## src/rtl/serial_adder_pkg.sv

```systemverilog
// rtl/serial_adder_pkg.sv - shared types and helpers for the bit-serial adder
package serial_adder_pkg;

    // Controller states: waiting, shifting bits through the cell, result ready
    typedef enum logic [1:0] {
        IDLE = 2'd0,
        RUN  = 2'd1,
        DONE = 2'd2
    } serial_adder_state_t;

    // Bit counter width: enough to hold W-1, never narrower than one bit
    function automatic int serial_adder_cnt_width(input int w);
        return (w > 1) ? $clog2(w) : 1;
    endfunction

endpackage

```

## src/rtl/full_adder.sv

```systemverilog
// rtl/full_adder.sv - single-bit full-adder cell used as the serial datapath
module full_adder (
    input  logic a,
    input  logic b,
    input  logic carry_in,
    output logic sum,
    output logic carry_out
);

    // Sum is the three-way parity; carry is the majority of the inputs
    always_comb begin
        sum       = a ^ b ^ carry_in;
        carry_out = (a & b) | (a & carry_in) | (b & carry_in);
    end

endmodule

```

## src/rtl/serial_adder.sv

```systemverilog
// rtl/serial_adder.sv - bit-serial W-bit adder, LSB first; optional SERIAL_ADDER_OVERFLOW_EN
module serial_adder
    import serial_adder_pkg::*;
#(
    parameter int W = 8
) (
    input  logic         clk,
    input  logic         rst,
    input  logic         start,
    input  logic [W-1:0] a,
    input  logic [W-1:0] b,
    input  logic         carry_in,
    output logic         busy,
    output logic         done,
    output logic [W-1:0] sum,
    output logic         carry_out
`ifdef SERIAL_ADDER_OVERFLOW_EN
    ,
    output logic         overflow
`endif
);

    localparam int CW = serial_adder_cnt_width(W);
    localparam logic [CW-1:0] LAST_CNT = CW'(W - 1);

    serial_adder_state_t state_q;
    logic [W-1:0]        a_q;
    logic [W-1:0]        b_q;
    logic                carry_q;
    logic [CW-1:0]       cnt_q;
    logic [W-1:0]        sum_q;
    logic                carry_out_q;
`ifdef SERIAL_ADDER_OVERFLOW_EN
    logic                overflow_q;
`endif

    logic                cell_sum;
    logic                cell_carry;
    logic [W-1:0]        sum_d;
    logic                last_bit;

    // One cell handles the current LSB pair plus the running carry
    full_adder u_cell (
        .a         (a_q[0]),
        .b         (b_q[0]),
        .carry_in  (carry_q),
        .sum       (cell_sum),
        .carry_out (cell_carry)
    );

    assign last_bit = (cnt_q == LAST_CNT);

    // New result bit enters at the MSB so the LSB ends up at bit 0 after W shifts
    generate
        if (W == 1) begin : g_sum_single
            always_comb begin
                sum_d = cell_sum;
            end
        end else begin : g_sum_shift
            always_comb begin
                sum_d = {cell_sum, sum_q[W-1:1]};
            end
        end
    endgenerate

    // Controller, operand shifters, carry, counter and result registers
    always_ff @(posedge clk) begin
        if (rst) begin
            state_q     <= IDLE;
            a_q         <= '0;
            b_q         <= '0;
            carry_q     <= 1'b0;
            cnt_q       <= '0;
            sum_q       <= '0;
            carry_out_q <= 1'b0;
`ifdef SERIAL_ADDER_OVERFLOW_EN
            overflow_q  <= 1'b0;
`endif
        end else begin
            case (state_q)
                IDLE, DONE: begin
                    if (start) begin
                        a_q     <= a;
                        b_q     <= b;
                        carry_q <= carry_in;
                        cnt_q   <= '0;
                        state_q <= RUN;
`ifdef SERIAL_ADDER_OVERFLOW_EN
                        overflow_q <= 1'b0;
`endif
                    end else begin
                        state_q <= IDLE;
                    end
                end
                RUN: begin
                    a_q     <= a_q >> 1;
                    b_q     <= b_q >> 1;
                    sum_q   <= sum_d;
                    carry_q <= cell_carry;
                    cnt_q   <= cnt_q + CW'(1);
                    if (last_bit) begin
                        carry_out_q <= cell_carry;
                        state_q     <= DONE;
`ifdef SERIAL_ADDER_OVERFLOW_EN
                        // Carry into the MSB differs from carry out of it
                        overflow_q  <= carry_q ^ cell_carry;
`endif
                    end
                end
                default: begin
                    state_q <= IDLE;
                end
            endcase
        end
    end

    // Status and results come straight from registers
    always_comb begin
        busy      = (state_q == RUN);
        done      = (state_q == DONE);
        sum       = sum_q;
        carry_out = carry_out_q;
    end

`ifdef SERIAL_ADDER_OVERFLOW_EN
    assign overflow = overflow_q;
`endif

endmodule

```

## config.mk

```make
export PLATFORM = sky130hd
export DESIGN_NAME = serial_adder
export DESIGN_NICKNAME = d
export VERILOG_FILES = /design/src/rtl/serial_adder_pkg.sv /design/src/rtl/full_adder.sv /design/src/rtl/serial_adder.sv
export SDC_FILE = /design/constraint.sdc
export NUM_CORES = 1
export LEC_CHECK = 0
export CORE_MARGIN = 2
export CORE_UTILIZATION = 52
export CTS_CLUSTER_SIZE = 25
export DETAILED_ROUTE_END_ITERATION = 8
export GPL_TIMING_DRIVEN = 0
export PLACE_DENSITY = 0.87
export SLEW_MARGIN = 20
export SYNTH_ARGS = -nofsm -noshare
export SYNTH_HDL_FRONTEND = slang
export SYNTH_SLANG_ARGS = --single-unit
```

## constraint.sdc

```tcl
create_clock -name clk -period 2.1 [get_ports clk]
set_clock_uncertainty 0.05 [all_clocks]
set_input_delay 0.21 -clock clk [delete_from_list [all_inputs] [get_ports clk]]
set_output_delay 0.21 -clock clk [all_outputs]
set_load 0.01 [all_outputs]
```

==> results.toml <==
[clock_network]
cts_tree = "built"
cts.reportedPaths.clkPinSlew_ns = 0.10
cts_setup_buffers = 0
hold_buffers = 0
cts_max_level = 2
cts_root_buf = "clkbuf_4"
cts_buffers = 5
clk_latency_ns = 0.33
post_cts_resized = 0
numClockSinks = 31
clk_path_buf_depth = 2

[layout]
syn2layout_area_growth_pct = 29.0
drive_gt1_share_pct = 11.7
final_core_util_pct = 70.6
num_antenna_cells = 0
final_nets = 218

[yosys]
yosysSeqAreaShare_pct = 46.2
synth_nets = 181
ys_types = 20
netlist_area_mm2 = 0.00134
ys_warn_count = 0
synth_cells = 158
synth_top_area_cell = "dfxtp_1"
avgSynthCellArea_um2 = 8.50
synthTopCellsByArea = "dfxtp_1 (46%), nand2_1 (14%), a311oi_1 (8.5%)"
synth_top_cell_area_share_pct = 46.2
synth-seq-cells = 31

[global_routing]
antenna_found_initial = 0
grt_pass1_vias = 1140
grt_max_degree = 11
gr-total-overflow = 0
grt_first_pass_wirelength_mm = 4.75
track_usage_pct = 22.5

[critical_path]
arrival_ns = 1.72
slowest_stage = "clkdlybuf4s50_1"
crit_type = "flop to output port"
crit_fanout = 10
worst_path_largest_cell_delay_ns = 0.53
required_ns = 1.84
crit_chain = "nand2b_1 -> buf_6 -> inv_2 -> buf_6 -> clkdlybuf4s50_1"
cpMostUsedCell = "buf_6"
startpoint_type = "flop"
critPathCaptureType = "output port"

[power_and_ir_drop]
p_switching_uw = 322
p_total_mw = 1.19
clkPwrFrac_pct = 27.6
pwr-share-comb_pct = 17.7
p_leak_nw = 0.657
p_per_area_mw_per_mm2 = 684
irDropWorstVdd_v = 0.000537
seqPwrFrac_pct = 54.7
swShare_pct = 27.1
p_int_uw = 863

[timing]
rsz0062_at_grt = "false"
report.final.hold_viol_count = 0
setup_slack_ns = 0.117
slew_viol_final = 0
fin_setup_tns_ns = 0
max_freq_ghz = 0.504
fin_crit_sh_pct = 94.4
worst_slew_pin_slew_ns = 0.477
fin_crit_ns = 1.98
setup_viol = 0
slew_headroom_pct = 68.2

[place]
hpwl_mm = 2.18
pre_cts_ws_ns = 0.438
place_congestion = 0.720
portBuffers = 30

[routing]
wl_mm = 2.94
drt-pass1-iter-count = 4
post_drt_wl_per_cell_um = 13.0
via_per_inst = 5.52
drc = 0
postRouteAntennaNets = 0
vias = 1248
drtIter0Drc = 26

[die]
start_util_pct = 54.7
die_w_um = 54.8
design.portCount = 31
die_area_mm2 = 0.00301
coreArea_mm2 = 0.00245
rows = 18
die_h_um = 54.8

[run_status]
outcome = "finished clean"

[job]
maxCapViolCount = 0

[worst_hold_path]
worstHoldPathType = "input port to flop"
[flip-flops by register name, indices dropped and copies added (netlist names)]
register,flops
b_q,8
state_q,2
carry_out,1
cnt_q,3
a_q,8
carry_q,1
sum,8
[final timing paths]
kind                                  from  endpoint  slack, ns  depth (start not counted)
worst max register to register  state_q[1]    b_q[6]       0.88                          5
worst min-delay path                  a[7]    a_q[7]       0.40                          3
worst min register to register      sum[0]    sum[0]       0.43                          2
worst max-delay path            state_q[1]      busy       0.12                          5
[cells in the mapped netlist]
library cell  number
nand2_1           51
and2b_2            1
a311oi_1          13
nand3_1            6
inv_2              1
buf_6              6
nor2_1            17
a21oi_1           14
o21a_1             1
buf_12             1
buf_4              3
clkbuf_1           3
dfxtp_1           31
fa_1               1
a311oi_2           2
nor2b_2            1
ha_1               2
or2b_2             1
nand3b_1           1
nand2b_1           2
[power by group through the flow]
stage	logic [mW]	registers, mW	clock network [mW]
3_5_place_dp	0.209	0.662	0
6_report	0.209	0.648	0.327
5_1_grt	0.232	0.653	0.357
4_1_cts	0.210	0.648	0.330
2_1_floorplan	0.135	0.656	0
3_3_place_gp	0.202	0.658	0
[final cells by class]
type	count	area, µm²
well taps	30	37.5
inverters	1	3.75
flip-flops and latches	31	622
multi-input cells	113	598
repair buffers	30	300
clock buffers	7	45.0
plain buffers	13	121
clock inverters	1	5.00
fillers	213	722
[placed cells by master (no fill, tap or decap), types with 2 or more instances in the layout]
master	synthesis	final
nand2_1	51	51
nand2b_1	2	2
a311oi_1	13	13
clkdlybuf4s50_1	0	30
a21oi_1	14	14
clkbuf_1	3	5
dfxtp_1	31	30
nand3_1	6	6
ha_1	2	2
clkbuf_4	0	5
buf_6	6	6
a311oi_2	2	2
nor2_1	17	17
buf_4	3	3
[kinds of logic (layout without fill, tap and decap cells)]
family | after synthesis | in the layout | share of synthesized area, %
AND/OR/NAND/NOR | 80 | 80 | 24.7
flip-flops | 31 | 31 | 46.2
AO/OA/AOI/OAI | 30 | 30 | 16.5
buffers and inverters | 14 | 52 | 9.31
adder cells (fa/ha/maj) | 3 | 3 | 3.35
[metrics by stage]
stage	std cells	cell area (µm²)	hold slack (ns)
finish	226	1730	0.398
global route	226	1730	0.409
CTS	226	1730	0.386
detailed placement	218	1680	0.416
global placement	218	1680	0.395
floorplan	158	1340	0.232
[per-layer routing]
layer	vias up	global-route usage [%]	share of wire, %
met1	590	26.4	41
met5	-	0	0
li1	613	-	-
met4	0	7.50	1.3
met2	40	38.3	51
met3	5	7.38	6.2
[worst max-delay path, delay by kind of cell (launching register included)]
kind | cells | cell delay, ns
simple gates | 1 | 0.15
flops | 1 | 0.33
buf+inv | 4 | 0.91
Note: power is estimated with default switching activity, not from simulation.
